$ cat src/rtl/store_rmw_unit_pkg.sv
// Shared types and helpers for the store read-modify-write unit.
// The misalignment helper is only consulted when STORE_MISALIGN_CHECK_EN is defined.
package store_rmw_unit_pkg;

  localparam int DW = 64;

  typedef enum logic [2:0] {
    ST_SD = 3'd0,
    ST_SW = 3'd1,
    ST_SH = 3'd2,
    ST_SB = 3'd3
  } store_type_t;

  typedef enum logic [1:0] {
    S_IDLE  = 2'd0,
    S_READ  = 2'd1,
    S_WRITE = 2'd2,
    S_DONE  = 2'd3
  } state_t;

  // Byte offset actually used for the merge: sub-fields snap down to their natural alignment.
  function automatic logic [2:0] eff_offset(input logic [2:0] st, input logic [2:0] off);
    logic [2:0] res;
    case (st)
      ST_SB:   res = off;
      ST_SH:   res = off & 3'b110;
      ST_SW:   res = off & 3'b100;
      default: res = 3'b000;
    endcase
    return res;
  endfunction

  function automatic logic misaligned(input logic [2:0] st, input logic [2:0] off);
    logic res;
    case (st)
      ST_SH:   res = off[0];
      ST_SW:   res = (off[1:0] != 2'b00);
      ST_SD:   res = (off != 3'b000);
      default: res = 1'b0;
    endcase
    return res;
  endfunction

endpackage

$ cat src/rtl/store_merge.sv
// Combinational byte-lane merger: overlays the stored field onto the old doubleword.
module store_merge
  import store_rmw_unit_pkg::*;
(
  input  logic [DW-1:0] old_data,
  input  logic [DW-1:0] wdata,
  input  logic [2:0]    st,
  input  logic [2:0]    offset,
  output logic [DW-1:0] merged
);

  logic [7:0]    lane_mask;
  logic [7:0]    byte_en;
  logic [DW-1:0] data_sh;

  // Lane enables from the store size, shifted to the target offset.
  always_comb begin
    case (st)
      ST_SD:   lane_mask = 8'hFF;
      ST_SW:   lane_mask = 8'h0F;
      ST_SH:   lane_mask = 8'h03;
      ST_SB:   lane_mask = 8'h01;
      default: lane_mask = 8'h00;
    endcase
    byte_en = lane_mask << offset;
    data_sh = wdata << {offset, 3'b000};
    merged  = old_data;
    for (int b = 0; b < 8; b++) begin
      if (byte_en[b]) begin
        merged[8*b +: 8] = data_sh[8*b +: 8];
      end else begin
        merged[8*b +: 8] = old_data[8*b +: 8];
      end
    end
  end

endmodule

$ cat src/rtl/store_rmw_unit.sv
// Store path: sd writes directly, sw/sh/sb read-modify-write the enclosing doubleword.
// Build option STORE_MISALIGN_CHECK_EN rejects misaligned sh/sw/sd instead of aligning them.
module store_rmw_unit
  import store_rmw_unit_pkg::*;
#(
  parameter int RD_LAT = 1
) (
  input  logic          clk,
  input  logic          rst,
  input  logic          req,
  input  logic [2:0]    store_type,
  input  logic [DW-1:0] addr,
  input  logic [DW-1:0] wdata,
  output logic          busy,
  output logic          done,
  output logic          err,
  output logic [DW-1:0] mem_addr,
  output logic [DW-1:0] mem_wdata,
  output logic          mem_wr,
  input  logic [DW-1:0] mem_rdata
);

  localparam logic [1:0] CNT_INIT = 2'(RD_LAT - 1);

  state_t        state_q, state_d;
  logic [1:0]    cnt_q, cnt_d;
  logic [2:0]    type_q, type_d;
  logic [DW-1:0] addr_q, addr_d;
  logic [DW-1:0] wdata_q, wdata_d;
  logic [DW-1:0] merge_q, merge_d;
  logic          busy_q, busy_d;
  logic          done_q, done_d;
  logic          err_q, err_d;
  logic          mem_wr_q, mem_wr_d;
  logic          reject_s;
  logic [2:0]    offset_s;
  logic [DW-1:0] merged_s;

  assign offset_s = eff_offset(type_q, addr_q[2:0]);

  store_merge u_merge (
    .old_data (mem_rdata),
    .wdata    (wdata_q),
    .st       (type_q),
    .offset   (offset_s),
    .merged   (merged_s)
  );

  // Request screening: reserved types always, misalignment only when checking is built in.
  always_comb begin
`ifdef STORE_MISALIGN_CHECK_EN
    reject_s = store_type[2] | misaligned(store_type, addr[2:0]);
`else
    reject_s = store_type[2];
`endif
  end

  // Next-state, datapath capture and registered-output decode.
  always_comb begin
    state_d = state_q;
    cnt_d   = cnt_q;
    type_d  = type_q;
    addr_d  = addr_q;
    wdata_d = wdata_q;
    merge_d = merge_q;
    err_d   = 1'b0;
    case (state_q)
      S_IDLE: begin
        if (req && reject_s) begin
          err_d = 1'b1;
        end else if (req) begin
          type_d  = store_type;
          addr_d  = addr;
          wdata_d = wdata;
          if (store_type == ST_SD) begin
            merge_d = wdata;
            state_d = S_WRITE;
          end else begin
            cnt_d   = CNT_INIT;
            state_d = S_READ;
          end
        end else begin
          state_d = S_IDLE;
        end
      end
      S_READ: begin
        if (cnt_q == 2'd0) begin
          merge_d = merged_s;
          state_d = S_WRITE;
        end else begin
          cnt_d = cnt_q - 2'd1;
        end
      end
      S_WRITE: state_d = S_DONE;
      S_DONE:  state_d = S_IDLE;
      default: state_d = S_IDLE;
    endcase
    busy_d   = (state_d != S_IDLE);
    mem_wr_d = (state_d == S_WRITE);
    done_d   = (state_d == S_DONE);
  end

  // State and output registers; reset drops any pending write.
  always_ff @(posedge clk or negedge rst) begin
    if (!rst) begin
      state_q  <= S_IDLE;
      cnt_q    <= 2'd0;
      type_q   <= 3'd0;
      addr_q   <= '0;
      wdata_q  <= '0;
      merge_q  <= '0;
      busy_q   <= 1'b0;
      done_q   <= 1'b0;
      err_q    <= 1'b0;
      mem_wr_q <= 1'b0;
    end else begin
      state_q  <= state_d;
      cnt_q    <= cnt_d;
      type_q   <= type_d;
      addr_q   <= addr_d;
      wdata_q  <= wdata_d;
      merge_q  <= merge_d;
      busy_q   <= busy_d;
      done_q   <= done_d;
      err_q    <= err_d;
      mem_wr_q <= mem_wr_d;
    end
  end

  assign busy      = busy_q;
  assign done      = done_q;
  assign err       = err_q;
  assign mem_wr    = mem_wr_q;
  assign mem_addr  = {addr_q[DW-1:3], 3'b000};
  assign mem_wdata = merge_q;

endmodule

$ cat config.mk
export PLATFORM = sky130hd
export DESIGN_NAME = store_rmw_unit
export DESIGN_NICKNAME = d
export VERILOG_FILES = /design/src/rtl/store_rmw_unit_pkg.sv /design/src/rtl/store_merge.sv /design/src/rtl/store_rmw_unit.sv
export SDC_FILE = /design/constraint.sdc
export NUM_CORES = 1
export LEC_CHECK = 0
export CAP_MARGIN = 25
export CORE_AREA = 2 2 247 176
export DETAILED_ROUTE_END_ITERATION = 12
export DIE_AREA = 0 0 249 178
export GPL_TIMING_DRIVEN = 0
export PLACE_DENSITY_LB_ADDON = 0.3
export SLEW_MARGIN = 20
export SYNTH_ARGS = -nofsm -noshare
export SYNTH_HDL_FRONTEND = slang
export SYNTH_SLANG_ARGS = --single-unit
$ cat constraint.sdc
create_clock -name clk -period 1.9 [get_ports clk]
set_clock_uncertainty 0.05 [all_clocks]
set_input_delay 0.19 -clock clk [delete_from_list [all_inputs] [get_ports clk]]
set_output_delay 0.19 -clock clk [all_outputs]
set_load 0.01 [all_outputs]
# Yosys cells after proc, flatten, opt, wreduce, memory -nomap -nowiden
# Cells that the tools add are included.
[totals]
ff_bits = 203
input_bits = 198
output_inout_bits = 132
elab_cells = 65
[op_classes]
n_addsub = 1
n_eq_ne = 14
shift = 2
n_mux = 27
n_bitwise = 1
n_reduce_logical = 10
[ops]
columns = ["operator", "n"]
rows = [
  ["$mux W64", 4],
  ["$pmux W64 S2", 1],
  ["$mux W8", 8],
  ["$shl A64 B6 Y64", 1],
  ["$pmux W8 S4", 1],
  ["$mux W2", 8],
  ["$ne A2 B2 Y1 const B", 6],
  ["$reduce_and A5 Y1", 2],
  ["$pmux W3 S3", 1],
  ["$eq A2 B2 Y1 const B", 4],
  ["$pmux W2 S4", 1],
  ["$shl A8 B3 Y8", 1],
  ["$eq A3 B2 Y1 const B", 2],
  ["$logic_not A3 Y1", 2],
  ["$logic_not A2 Y1", 2],
  ["$pmux W2 S2", 1],
  ["$reduce_bool A2 Y1", 2],
  ["$eq A3 B1 Y1 const B", 1],
  ["$reduce_and A3 Y1", 1],
  ["$eq A2 B1 Y1 const B", 1],
  ["$mux W1", 2],
  ["$sub A2 B1 Y2 const B", 1],
  ["$logic_and A1 B1 Y1", 1],
  ["$not A1 Y1", 1],
]

# Depth between registers and ports, before layout
[logic_depth]
ltp_word = 6
ltp_mapped = 10
ltp_nobuf = 8

# Hierarchy
# Synthesis repeated with hierarchy kept, for this count alone.
[hier_totals]
hier_cells = 1147
hier_area_um2 = 10904.2
[modules_own_cells]
columns = ["mod", "n_inst", "cells_each", "area_per_inst_um2", "seq_area_each_um2"]
rows = [
  ["store_rmw_unit", 1, 867, 8593.2, 5079.9],
  ["store_merge", 1, 280, 2311.0, 0.0],
]

# Least setup slack after synthesis
# No wires, ideal clock.
[synth_timing]
kind = "register -> register"
start = "reg addr_q[1]"
end = "reg merge_q[57], in the netlist mem_wdata[57]"
setup_time_ns = 0.129
arrival_ns = 1.701
required_time_ns = 1.721
path_slack_ns = 0.020
stages_incl_launch_ff = 9
n_path_buf = 3
synth_period_minus_slack_ns = 1.880
path_cell_list = "dfrtp_1 buf_2 and3b_1 buf_2 buf_2 mux2i_1 mux2i_1 a221oi_1 o21ai_0"
[synth_between]
elab_chain_cells = 5
elab_cells_between_ends = 6
classes_between = "2 x shift; 4 x mux"
[synth_rtl]
columns = ["element", "line_no", "text"]
rows = [
  ["start, declared", "store_rmw_unit.sv:28", "logic [DW-1:0] addr_q, addr_d;"],
  ["start signal, assigned", "store_rmw_unit.sv:120", "addr_q <= addr_d;"],
  ["$pmux W3 S3 *", "store_rmw_unit_pkg.sv:24", "case (st)"],
  ["$shl A64 B6 Y64 / $shl A8 B3 Y8 (equally long branches)", "store_merge.sv:26, store_merge.sv:25", ""],
  ["$mux W8 *", "store_merge.sv:29", "if (byte_en[b]) begin"],
  ["$mux W64 *", "store_rmw_unit.sv:87", "if (cnt_q == 2'd0) begin"],
  ["$pmux W64 S2 *", "store_rmw_unit.sv:67", "case (state_q)"],
  ["end signal, assigned", "store_rmw_unit.sv:122", "merge_q <= merge_d;"],
  ["end, declared", "store_rmw_unit.sv:30", "logic [DW-1:0] merge_q, merge_d;"],
]
# Mark *: on every way between the ends. The rest lies on a longest branch, timed or not. The select of a mux whose other input is x is not followed.
# A chain may end at the register's enable or synchronous reset.

# Worst setup path in the final report
[layout_timing]
start = "reg type_q[2]"
end = "reg merge_q[63], in the netlist mem_wdata[63]"
[layout_between]
elab_chain_cells = 6
elab_cells_between_ends = 11
classes_between = "3 x eq/ne; 2 x shift; 5 x mux; 1 x reduce/logical"
[layout_rtl]
columns = ["element", "line_no", "text"]
rows = [
  ["start, declared", "store_rmw_unit.sv:27", "logic [2:0] type_q, type_d;"],
  ["start signal, assigned", "store_rmw_unit.sv:119", "type_q <= type_d;"],
  ["$eq A3 B1 Y1, or another cell as far along", "store_rmw_unit_pkg.sv:24, store_merge.sv:18", ""],
  ["$pmux W3 S3 / $pmux W8 S4 (equally long branches)", "store_rmw_unit_pkg.sv:24, store_merge.sv:18", ""],
  ["$shl A64 B6 Y64 / $shl A8 B3 Y8 (equally long branches)", "store_merge.sv:26, store_merge.sv:25", ""],
  ["$mux W8 *", "store_merge.sv:29", ""],
  ["$mux W64 *", "store_rmw_unit.sv:87", ""],
  ["$pmux W64 S2 *", "store_rmw_unit.sv:67", ""],
]
# Marked as above.

==> impl_metrics.tcl <==
set metrics [dict create \
    status "finished, violations left" \
    violations "negative setup slack" \
    die_x_um 249 \
    avgSynthCellArea_um2 10.36 \
    p_comb_share_pct 61.7 \
    num_io_pins 330 \
    n_fill_cell 3984 \
    swShare_pct 42.82 \
    rows 63 \
    hold_viol 0 \
    worstMarginPinSlew_ps 631.7 \
    worstPathMaxFanout 9 \
    drtIter0Drc 1093 \
    tns_ps -5045 \
    synth-seq-area-share_pct 45.36 \
    ir_drop_uv 807.3 \
    critPathLaunchType "flop" \
    worstPathArrival_ps 2480 \
    ys_ff_latch 203 \
    fmax_ghz 0.4721 \
    synth_top_area_share_pct 45.36 \
    slew_viol_final 0 \
    yosys_warnings 0 \
    vias 10900 \
    rsz0062_at_grt "yes" \
    drt_first_pass_iters 5 \
    cts.clk_slew.worst_paths_ps 70 \
    cts-root-buf "clkbuf_16" \
    hpwl_um 40210 \
    netlist_top_cells_area "dfrtp_1, mux2_2, buf_4, mux2i_1, o21ai_0" \
    cts_buffers 24 \
    p_leak_nw 7.350 \
    nNetsFinal 1703 \
    io_buffers 326 \
    regArea_um2 5082 \
    drt_wl_total_um 52920 \
    pwr-share-clk_pct 13.5 \
    min_period_over_period_pct 111.5 \
    grt_pass1_wl_um 74680 \
    setup_violations 47 \
    grt_use_total_pct 23.04 \
    dieArea_um2 44320 \
    yosysTopAreaCell "dfrtp_1" \
    area_growth_pct 63.88 \
    drtAntennaViolNets 0 \
    ys.flop_type "dfrtp_1" \
    initial_core_util_pct 26.75 \
    place_congestion 1.011 \
    worst_skew_pair.late_latency_ps 540 \
    wire_per_inst_um 25.50 \
    syn-cell-area_um2 11200 \
    htree_num_levels 1 \
    power.density_nw_per_um2 1970 \
    die_h_um 178 \
    p_switching_mw 15.48 \
    hold_path.class "in -> reg" \
    p_seq_share_pct 24.8 \
    core_um2 41860 \
    netlist_instances 1081 \
    vias_per_cell 5.251 \
    cp.required_ps 2270 \
    async_reset_ff_share_pct 100.0 \
    maxSlewHeadroom_pct 57.89 \
    post-route-util_pct 43.84 \
    multi_input_area_um2 6312 \
    drv_cap 0 \
    cts.sinks 203 \
    drive_gt1_share_pct 37.25 \
    setup_ws_ps -218.3 \
    grt-ovfl-total 0 \
    place_ws_ps -1024 \
    grt_pass1_vias 10820 \
    total_power_mw 36.15 \
    p_int_mw 20.67 \
    fin_crit_ps 2118 \
    drc 0 \
    synth-edff-count 0 \
    worst_setup_path_end_kind "flop" \
    synthDistinctLibCells 66 \
    grt_max_degree 91 \
    cts_buffer_depth 3 \
    cts_tree "yes" \
    crit_type "reg -> reg" \
    antenna_found_initial 4 \
]
## synth_stat cells (8+ instances only)
master	number
a22oi_1	9
a21oi_1	64
nor2_1	50
a21o_1	23
mux2_2	129
o211ai_1	23
buf_4	72
a311oi_1	11
and3_1	12
nand3_1	26
nand2_1	90
nor3_1	12
buf_2	42
nor2b_1	8
a31oi_1	8
a211oi_1	15
clkbuf_1	32
mux2i_1	42
o21a_1	11
o21ai_0	75
dfrtp_1	203
a32oi_1	10
a221oi_1	9
## cells in the final DEF (no fill, tap or decap), types with 7 or more instances in the layout
| cell | count |
|---|---|
| o21a_2 | 7 |
| buf_4 | 119 |
| nand2_2 | 11 |
| a211oi_2 | 10 |
| nand3_1 | 14 |
| buf_12 | 19 |
| nand3_2 | 10 |
| o21ai_1 | 7 |
| a21boi_0 | 7 |
| mux2i_1 | 18 |
| and3_1 | 11 |
| clkdlybuf4s50_1 | 324 |
| o211ai_1 | 23 |
| o221a_2 | 7 |
| o21ai_0 | 66 |
| clkbuf_4 | 7 |
| mux2_2 | 129 |
| a31oi_1 | 7 |
| nor2_1 | 39 |
| clkbuf_2 | 15 |
| nor3_1 | 8 |
| a32oi_1 | 9 |
| dfrtp_1 | 201 |
| clkbuf_8 | 9 |
| a21o_1 | 23 |
| o22ai_1 | 7 |
| mux2i_4 | 20 |
| buf_6 | 37 |
| nor2_2 | 8 |
| a21oi_1 | 46 |
| nand2_1 | 75 |
| a21oi_2 | 12 |
| clkbuf_16 | 26 |
## state kept, by name (all words and copies together) (netlist names)
register,count
done,1
addr_q,64
wdata_q,64
busy,1
cnt_q,2
err,1
mem_wr,1
state_q,2
type_q,3
mem_wdata,64
## cell type report
type / count / share of cell area [%]
Clock buffer: 34 / 3.920
Timing Repair Buffer: 401 / 22.29
Sequential cell: 203 / 27.69
Tap cell: 552 / 3.764
Antenna cell: 1 / 0.01364
Inverter: 8 / 0.2114
Multi-Input combinational cell: 723 / 34.40
Clock inverter: 10 / 0.6273
Buffer: 143 / 7.077
## cell families after synthesis
group,share of synthesized area (%)
compound gates,19.14
simple gates,9.799
flops,45.36
mux,17.33
buf+inv,8.223
fa+ha+maj,0.1117
other cells,0.03349
## critical path, stage by stage (launching register included)
cell,delay [ps]
dfrtp_1,420
and4b_2,390
buf_12,180
buf_12,150
mux2i_2,260
mux2i_4,120
a221oi_1,300
o21ai_0,120
## stage by stage
| stage | hold slack [ps] | instances | cell area (um2) |
|---|---|---|---|
| 4_1_cts | 64.71 | 2059 | 17720 |
| 5_1_grt | 5.205 | 2075 | 18350 |
| 6_report | 12.68 | 2075 | 18350 |
| 3_5_place_dp | 37.18 | 1965 | 15240 |
| 3_3_place_gp | 413.2 | 1961 | 15160 |
| 2_1_floorplan | -155.6 | 1083 | 11210 |
## repair_timing
action	CTS	global route
endpoints found under the setup margin	202	84
buffers inserted	47	17
hold buffers	1	0
endpoints found under the hold margin	203	0
pin swaps	43	47
cloned	5	2
resized for setup	291	125
## path summary, 6_finish.rpt
kind                                          startpoint                   endpoint  slack (ps)  depth (start not counted)
worst min register to register  mem_wdata[1]$_DFFE_PN0P_   mem_wdata[1]$_DFFE_PN0P_         430                          1
max in group asynchronous                            rst     addr_q[32]$_DFFE_PN0P_         930                          3
worst max-delay path               type_q[2]$_DFFE_PN0P_  mem_wdata[63]$_DFFE_PN0P_        -220                          7
min in group asynchronous                            rst  mem_wdata[50]$_DFFE_PN0P_          80                          2
worst max register to register     type_q[2]$_DFFE_PN0P_  mem_wdata[63]$_DFFE_PN0P_        -220                          7
worst min-delay path                       store_type[1]      type_q[1]$_DFFE_PN0P_          10                          2
## per-layer routing
layer,wire length [um],track usage (%),vias up
met5,26,0,-
met3,5023,6.172,82
met2,22960,34.52,538
met4,1545,6.035,4
li1,-,-,4782
met1,23370,32.71,5489
## power groups by stage
| stage | registers, mW | logic (mW) | clock network (mW) |
|---|---|---|---|
| after global placement | 8.55 | 16.7 | 0 |
| after floorplan | 8.05 | 9.34 | 0 |
| after detailed placement | 8.62 | 16.8 | 0 |
| after CTS | 8.77 | 20.7 | 5.03 |
| final | 8.96 | 22.3 | 4.89 |
| after global routing | 9.15 | 23.5 | 5.21 |
(Power assumes the default switching activity.)
